[config.mk]
export PLATFORM = sky130hd
export DESIGN_NAME = cic_decim_mc
export DESIGN_NICKNAME = d
export VERILOG_FILES = /design/src/rtl/cic_pkg.sv /design/src/rtl/cic_integrator_bank.sv /design/src/rtl/cic_decim_mc.sv
export SDC_FILE = /design/constraint.sdc
export NUM_CORES = 2
export LEC_CHECK = 0
export BUFFER_PORTS_ARGS = -buffer_cell sky130_fd_sc_hd__buf_2
export CAP_MARGIN = 20
export CORE_ASPECT_RATIO = 0.9
export CORE_UTILIZATION = 30
export CTS_BUF_LIST = sky130_fd_sc_hd__clkbuf_4 sky130_fd_sc_hd__clkbuf_8
export DETAILED_ROUTE_END_ITERATION = 7
export PLACE_DENSITY = 0.41
export SKIP_LAST_GASP = 1
export SLEW_MARGIN = 20
export SYNTH_ARGS = -nofsm -noshare
export SYNTH_HDL_FRONTEND = slang
export SYNTH_HIERARCHICAL = 1
export SYNTH_SLANG_ARGS = --single-unit
export TNS_END_PERCENT = 30
[constraint.sdc]
create_clock -name clk -period 11.9 [get_ports clk]
set_input_delay 2.38 -clock clk [delete_from_list [all_inputs] [get_ports clk]]
set_output_delay 2.38 -clock clk [all_outputs]
set_load 0.01 [all_outputs]
[src/rtl/cic_pkg.sv]
// cic_pkg: shared width helpers and FSM state type for the cic_decim_mc decimator.
package cic_pkg;
    typedef enum logic [1:0] {IDLE, COMB, OUT} cic_state_t;

    function automatic int cic_width(input int n, input int r, input int m);
        return n * $clog2(r * m) + 2;
    endfunction

    function automatic int cic_chan_w(input int ch);
        return (ch > 1) ? $clog2(ch) : 1;
    endfunction
endpackage

[src/rtl/cic_integrator_bank.sv]
// cic_integrator_bank: per-channel N-stage integrator chains plus the decimation event counter.
module cic_integrator_bank
    import cic_pkg::*;
#(
    parameter int N  = 4,
    parameter int R  = 64,
    parameter int CH = 2,
    parameter int B  = 26
) (
    input  logic            clk,
    input  logic            rst,
    input  logic            i_valid,
    input  logic [CH-1:0]   i_x,
    output logic [CH*B-1:0] o_last,
    output logic            o_event
);
    localparam int RW = (R > 1) ? $clog2(R) : 1;
    localparam logic [RW-1:0] R_LAST = RW'(R - 1);

    logic [B-1:0]  r_int [CH][N];
    logic [B-1:0]  w_nxt [CH][N];
    logic [B-1:0]  w_acc;
    logic [RW-1:0] r_cnt;
    logic          r_evt;

    // Each stage adds the freshly updated value of the stage before it.
    always_comb begin
        w_acc = '0;
        for (int c = 0; c < CH; c++) begin
            w_acc = r_int[c][0] + (i_x[c] ? B'(1) : {B{1'b1}});
            w_nxt[c][0] = w_acc;
            for (int k = 1; k < N; k++) begin
                w_acc = r_int[c][k] + w_acc;
                w_nxt[c][k] = w_acc;
            end
        end
    end

    always_ff @(posedge clk or posedge rst) begin
        if (rst) begin
            r_cnt <= '0;
            r_evt <= 1'b0;
            for (int c = 0; c < CH; c++)
                for (int k = 0; k < N; k++)
                    r_int[c][k] <= '0;
        end else begin
            r_evt <= i_valid && (r_cnt == R_LAST);
            if (i_valid) begin
                r_cnt <= r_cnt + 1'b1;
                for (int c = 0; c < CH; c++)
                    for (int k = 0; k < N; k++)
                        r_int[c][k] <= w_nxt[c][k];
            end
        end
    end

    for (genvar g = 0; g < CH; g++) begin : g_last
        assign o_last[g*B +: B] = r_int[g][N-1];
    end

    assign o_event = r_evt;
endmodule

[src/rtl/cic_decim_mc.sv]
// cic_decim_mc: multi-channel PDM CIC decimator with one time-shared comb engine.
// Define CIC_ROUND_EN for round-half-up with positive saturation (one extra cycle per channel).
module cic_decim_mc
    import cic_pkg::*;
#(
    parameter int N  = 4,
    parameter int R  = 64,
    parameter int M  = 1,
    parameter int CH = 2,
    parameter int OW = 16
) (
    input  logic                     clk,
    input  logic                     rst,
    input  logic                     x_valid,
    input  logic [CH-1:0]            x_in,
    output logic [OW-1:0]            y_data,
    output logic [cic_chan_w(CH)-1:0] y_chan,
    output logic                     y_valid,
    input  logic                     y_ready,
    output logic                     overrun,
    input  logic                     overrun_clr
);
    localparam int B   = cic_width(N, R, M);
    localparam int CW  = cic_chan_w(CH);
    localparam int SIW = (N > 1) ? $clog2(N) : 1;
`ifdef CIC_ROUND_EN
    localparam int NS  = N + 1;
`else
    localparam int NS  = N;
`endif
    localparam int SW  = (NS > 1) ? $clog2(NS) : 1;
    localparam logic [SW-1:0] S_LAST = SW'(NS - 1);
    localparam logic [CW-1:0] C_LAST = CW'(CH - 1);

    cic_state_t      r_state, w_next;
    logic [CW-1:0]   r_c;
    logic [SW-1:0]   r_s;
    logic [B-1:0]    r_v;
    logic [B-1:0]    r_snap [CH];
    logic [B-1:0]    r_dly [CH][N][M];
    logic [OW-1:0]   r_y;
    logic            r_ovr;
    logic [CH*B-1:0] w_last;
    logic            w_evt;
    logic [SIW-1:0]  w_sidx;
    logic [B-1:0]    w_vin, w_vout;
    logic [OW-1:0]   w_y;
    logic            w_hs, w_accept, w_s_last, w_c_last, w_step, w_load;

    cic_integrator_bank #(.N(N), .R(R), .CH(CH), .B(B)) u_integ (
        .clk     (clk),
        .rst     (rst),
        .i_valid (x_valid),
        .i_x     (x_in),
        .o_last  (w_last),
        .o_event (w_evt)
    );

    assign w_sidx   = r_s[SIW-1:0];
    assign w_vin    = (r_s == '0) ? r_snap[r_c] : r_v;
    assign w_vout   = w_vin - r_dly[r_c][w_sidx][M-1];
    assign w_s_last = r_s == S_LAST;
    assign w_c_last = r_c == C_LAST;
    assign w_hs     = (r_state == OUT) && y_ready;
    assign w_accept = (r_state == IDLE) && w_evt;
    assign w_load   = (r_state == COMB) && w_s_last;

`ifdef CIC_ROUND_EN
    localparam int KS = (B > OW) ? B - OW - 1 : 0;
    localparam logic [B-1:0] K = (B > OW) ? (B'(1) << KS) : '0;
    logic [B-1:0] w_sum;
    // Last step of a channel is the rounding pass over the finished comb value.
    assign w_sum  = r_v + K;
    assign w_y    = (!r_v[B-1] && w_sum[B-1]) ? {1'b0, {(OW-1){1'b1}}} : w_sum[B-1 -: OW];
    assign w_step = (r_state == COMB) && !w_s_last;
`else
    assign w_y    = w_vout[B-1 -: OW];
    assign w_step = r_state == COMB;
`endif

    always_ff @(posedge clk or posedge rst) begin
        if (rst)
            r_state <= IDLE;
        else
            r_state <= w_next;
    end

    always_comb begin
        w_next = r_state;
        case (r_state)
            IDLE:    w_next = w_evt ? COMB : IDLE;
            COMB:    w_next = w_s_last ? OUT : COMB;
            OUT:     w_next = y_ready ? (w_c_last ? IDLE : COMB) : OUT;
            default: w_next = IDLE;
        endcase
    end

    always_ff @(posedge clk or posedge rst) begin
        if (rst) begin
            r_c   <= '0;
            r_s   <= '0;
            r_v   <= '0;
            r_y   <= '0;
            r_ovr <= 1'b0;
            for (int c = 0; c < CH; c++) begin
                r_snap[c] <= '0;
                for (int k = 0; k < N; k++)
                    for (int m = 0; m < M; m++)
                        r_dly[c][k][m] <= '0;
            end
        end else begin
            // An event arriving mid-frame is dropped entirely; set beats clear.
            r_ovr <= (w_evt && (r_state != IDLE)) || (r_ovr && !overrun_clr);
            if (w_accept) begin
                for (int c = 0; c < CH; c++)
                    r_snap[c] <= w_last[c*B +: B];
                r_c <= '0;
                r_s <= '0;
            end
            if (r_state == COMB)
                r_s <= r_s + 1'b1;
            if (w_step) begin
                r_v <= w_vout;
                r_dly[r_c][w_sidx][0] <= w_vin;
                for (int m = 1; m < M; m++)
                    r_dly[r_c][w_sidx][m] <= r_dly[r_c][w_sidx][m-1];
            end
            if (w_load)
                r_y <= w_y;
            if (w_hs && !w_c_last) begin
                r_c <= r_c + 1'b1;
                r_s <= '0;
            end
        end
    end

    assign y_data  = r_y;
    assign y_chan  = r_c;
    assign y_valid = r_state == OUT;
    assign overrun = r_ovr;
endmodule

# == Word level (Yosys, flattened, before mapping) ==
# Cells that the tools add are included.
# Widths: inputs -> output; s select.
# totals
register_bits,523
in_bits,7
out_inout_bits,19
wordCells,92
# op_classes
n_addsub,12
n_lt_le_gt_ge,4
eq_ne,4
mux,27
bitwise,2
reduce_logical,17
# ops
operator,count
$mux 104,4
$mux 26,9
$add 26x26->26,8
$bwmux 208,1
$demux 104 s1,1
$bmux 26 s2,1
$demux 26 s2,1
$sub 26x26->26,1
$mux 2,5
$logic_and 1x1->1,9
$add 6x1->6 const B,1
$eq 6x6->1 const B,1
$pmux 2 s3,1
$eq 2x2->1 const B,2
$logic_not 2->1,2
$mux 1,4
$reduce_bool 2->1,2
$ge 3x3->1 const B,1
$lt 3x1->1 const B,1
$not 2->3,1
$reduce_bool 3->1,1
$add 2x1->2 const B,1
$eq 2x1->1 const B,1
$ge 2x2->1 const B,1
other kinds (5),6

# == Longest topological paths before layout ==
# depth
depth_word,8
mapped_depth,38
depth_no_buf,38

# == Hierarchy ==
# The synthesis kept the hierarchy.
# by_module_without_submodules
module,instances,cells_each,area_per_inst_um2,seq_area_each_um2
cic_integrator_bank,1,1872,17819.6,5380.2
cic_decim_mc,1,1366,14546.5,7707.4

# == Worst setup path before layout ==
# No wires, ideal clock.
# synth_path
kind,input to register
start,in x_in[1]
end,"reg u_integ.r_int, in the netlist u_integ/o_last[51]"
setup_time_ns,0.123
arrival_time_ns,9.171
required_ns,11.777
path_slack_ns,2.607
cell_stages,35
path_buffers,0
path_cell_list,inv_1 -> ha_1 -> a21o_1 -> a21oi_1 -> o21bai_1 -> a21oi_1 -> o21bai_1 -> a221o_1 -> xor2_1 -> ha_1 -> and2_1 -> a221o_1 -> a21o_1 -> a21oi_1 -> nand2_1 -> a21oi_1 -> xnor2_1 -> ha_1 -> nand2_1 -> nor2_1 -> nand2_1 -> nand2_1 -> or4_1 -> a21oi_1 -> o21bai_1 -> xor2_1 -> ha_1 -> or4_1 -> o21a_1 -> a41oi_1 -> a21oi_1 -> o22ai_1 -> and2_1 -> mux2i_1 -> xnor2_1
# synth_rtl
item,line_no,rtl
start: declaration,cic_decim_mc.sv:15,"input logic [CH-1:0] x_in,"
end signal: indexed assignment,cic_integrator_bank.sv:52,r_int[c][k] <= w_nxt[c][k];
end: declaration,cic_integrator_bank.sv:20,logic [B-1:0] r_int [CH][N];

==> results summary <==
The run finished with clean final reports. The final critical path takes up 78.7% of the cycle. Setup repair after global routing left no endpoint under its margin. For this design, the CTS-stage hold fixing added 0 buffers.

The count of mapped cells out of synthesis is between 3000 and 4000. The congestion estimate from routability-driven global placement came to around 0.81. The wire length after detailed routing is between 80 and 90 mm. The final-report hold violation count is 0. The met1 capacity usage during global routing is 22.3%.

For the worst setup path, the data required time is 12.51 ns. The highest net fanout along the worst path is 5. After routing the design area is 35800 um2. The clock-pin slew reported for the worst setup and hold paths after clock tree synthesis is 0.06 ns.

The initialized floorplan defines 113 standard-cell rows. Yosys printed 6 warnings. The first-pass GRT wire length is 137 mm.

The clock tree buffer depth is 3. The area growth from synthesis to layout is 10.6%. For this run, the leading register cell type out of synthesis is dfrtp_1. The count of cells along the worst register-to-register path is 34. The proportion of synthesized chip area in sequential cells is 40.4%. By startpoint and endpoint, the worst setup path is classified as in2reg. The slew at the pin closest to its max-slew limit is 0.928 ns. In this design, the largest share of critical-path delay is due to compound AO/OA/AOI/OAI gates.

In this run the remaining antenna-violating nets after routing total 0. The area share of the largest cell type after synthesis came out at slightly above 40%. The number of cells on the worst hold path is 1. The number of I/O pins is 26.

Adding up every negative setup slack in the final design gives 0 ns. The worst hold endpoint is u_integ/r_cnt[5]$_DFFE_PP0P_. The cell that appears most often on the critical path is a21oi_1. The remaining design rule violation count came out at 0. The effective utilization at floorplan is between 30% and 40%. The number of maximum-capacitance violations is 0. The core occupancy in the finished layout came out at around a third. The worst register-to-register path ends at u_integ/o_last[51]$_DFFE_PP0P_. The region available for standard cell placement spans 106000 um2. The buffer type at the clock tree root is clkbuf_8. The detailed router's first-iteration violation count came out at between 1000 and 1500. The die covers 109000 um2. After synthesis, the netlist uses 84 different library cells. The arrival time of the worst setup path is 9.98 ns.

The clock period could shrink to 9.36 ns. Entering global routing, the biggest net connects approximately 150 pins. The met3 track demand over resource came out at 2.21%. The clock arrives with between 0.03 and 0.04 ns of skew. The register-to-register path setup slack is 4.03 ns. The final layout net count came out at 3467. The layout cell share with drive strength beyond 1 is 16.8%. Clock tree synthesis inserted a total of ~100 buffers.

The class of the tightest hold or removal check is reg2reg. The placement-stage worst setup slack is 1.84 ns. TritonCTS built the clock tree. The die extent in x came out at 348 um. The H-tree was split into 3 levels. The number of detailed-route iterations in the first pass came out at 5.

The worst-path cell with the longest stage delay is fa_1. The startpoint identified for the worst hold timing path is u_integ/r_cnt[5]$_DFFE_PP0P_. The minimum setup slack in the final design came out at 2.54 ns. The routed wire length per instance came out at 17.9 um. The peak clock frequency supported by timing came out at 0.107 GHz. Summed over all nets, the half-perimeter wirelength after detailed placement is about 60 mm. The setup violation total in the final timing report is 0. The y dimension of the die came out at 314 um. The worst setup path is launched from a primary input.

The cell area that synthesis handed to floorplanning was between 30000 and 40000 um2. The post-cts resize count came out at 0. The average cell area after synthesis is 10.0 um2. The launch instance of the worst register-to-register path is u_integ/r_int[78]$_DFFE_PP0P_. The delay of the slowest critical-path stage came out at 0.50 ns. The share of flip-flops with an asynchronous set or reset is 100%. The layer carrying the most global-route usage is met2. The count of buffers inserted at the top-level ports came out at 25. The total nets after synthesis is around 3500.

Summing over every cut layer, the via total after detailed routing is about 24000. The total placed instance area is between 30000 and 40000 um2. The biggest area contributor in the post-synthesis netlist is dfrtp_1. Measured against its own limit, the worst slew margin works out to 38.1%. The clock net in this run drives a total of between 500 and 600 sinks. After synthesis, the cell types taking the most area are dfrtp_1 40%, ha_1 9.2%, mux2_2 7.7%. The number of vias per cell after detailed routing came out at approximately 5.0. Global routing used about 25% of the available met2 tracks.

The clock reaches the later pin of the worst-skew pair after ~0.73 ns. The number of antenna violations at the first check in global routing is 3. The count of state elements after synthesis is 523. The sum of overflow across all layers after global routing is 0. The total routing usage reported by global routing is 15.7%.

The via count of the first global-routing pass came out at 24000. The number of buffers and inverters on the critical path came out at 2. The post-CTS repair timing setup buffer count came out at 0. The number of slew-limit violations in the final report came out at 0.

The number of flops mapped to enable cells by yosys is 0. The capturing element type of the critical path is a register.
==> cell usage after synthesis (all sizes together), types with 45 or more instances <==
cell type,n
dfrtp,523
nand2,405
o21ai,374
ha,237
mux2,222
a21oi,167
nor2,165
xnor2,142
clkbuf,108
inv,99
a21o,93
buf,67
xor2,56
mux2i,55
mux4,52
nand3,45
==> final cells by class <==
cell class / count / area (um2)
fillers: 10700 / 70400
multi-input cells: 2441 / 18100
flip-flops and latches: 523 / 13100
clock buffers: 160 / 1950
well taps: 1437 / 1800
inverters: 99 / 387
repair buffers: 50 / 348
clock inverters: 12 / 145
diodes: 1 / 2.50
==> through the flow <==
step,std cells,hold WS [ns]
3_3_place_gp,4550,0.456
6_report,4723,0.471
4_1_cts,4722,0.477
3_5_place_dp,4550,0.465
2_1_floorplan,3238,0.442
5_1_grt,4723,0.493
==> cell usage in the layout (no fill, tap or decap), types with 27 or more instances in the layout <==
cell type  count
dfrtp_1      521
nand3_1       42
clkbuf_4      40
inv_1         94
nand2_1      400
mux4_2        52
nor2b_1       27
o21ai_0      279
a21o_1        93
mux2_2       221
xor2_1        56
nor2_1       165
o21ai_1       95
ha_1         236
mux2i_1       50
xnor2_1      142
o21a_1        33
nor3_1        30
clkbuf_8     120
a21oi_1      167
==> metal layers <==
| layer | up-vias | share of wire [%] | wire length, um |
|---|---|---|---|
| met5 | - | 0 | 0 |
| met1 | 11400 | 50 | 42000 |
| met4 | 0 | 2.4 | 2030 |
| met3 | 133 | 3.2 | 2690 |
| met2 | 358 | 45 | 37700 |
| li1 | 11600 | - | - |
==> worst max path at each step <==
stage          startpoint                             end  depth (start not counted)
3_5_place_dp      x_in[1]  u_integ/o_last[51]$_DFFE_PP0P_                         36
3_3_place_gp      x_in[1]  u_integ/o_last[51]$_DFFE_PP0P_                         36
4_1_cts           x_in[0]  u_integ/o_last[25]$_DFFE_PP0P_                         37
2_1_floorplan         rst               overrun$_DFF_PP0_                          1
5_1_grt           x_in[0]  u_integ/o_last[25]$_DFFE_PP0P_                         37
6_report          x_in[1]  u_integ/o_last[51]$_DFFE_PP0P_                         36
==> kinds of logic after synthesis <==
group,count (synthesis),share of synthesized area [%]
AOI/OAI and AO/OA,868,16.6
adders and majority gates,248,9.78
xor gates and xnor gates,199,5.43
muxes,329,13.1
and+or+nand+nor,797,10.9
buffers and inverters,274,3.82
DFF,523,40.4
==> flip-flops by register name (all words and copies together), names as in the netlist, 2 cells and up <==
register and flops:
r_dly 208, r_s 2, u_integ/r_int 156, y_data 16, u_integ/r_cnt 6, r_snap 52
r_v 26, u_integ/o_last 52, r_state 2
Power is left out: the tool's default activity adds up to more than one toggle a clock period on the data nets, which glitch-free logic cannot reach.
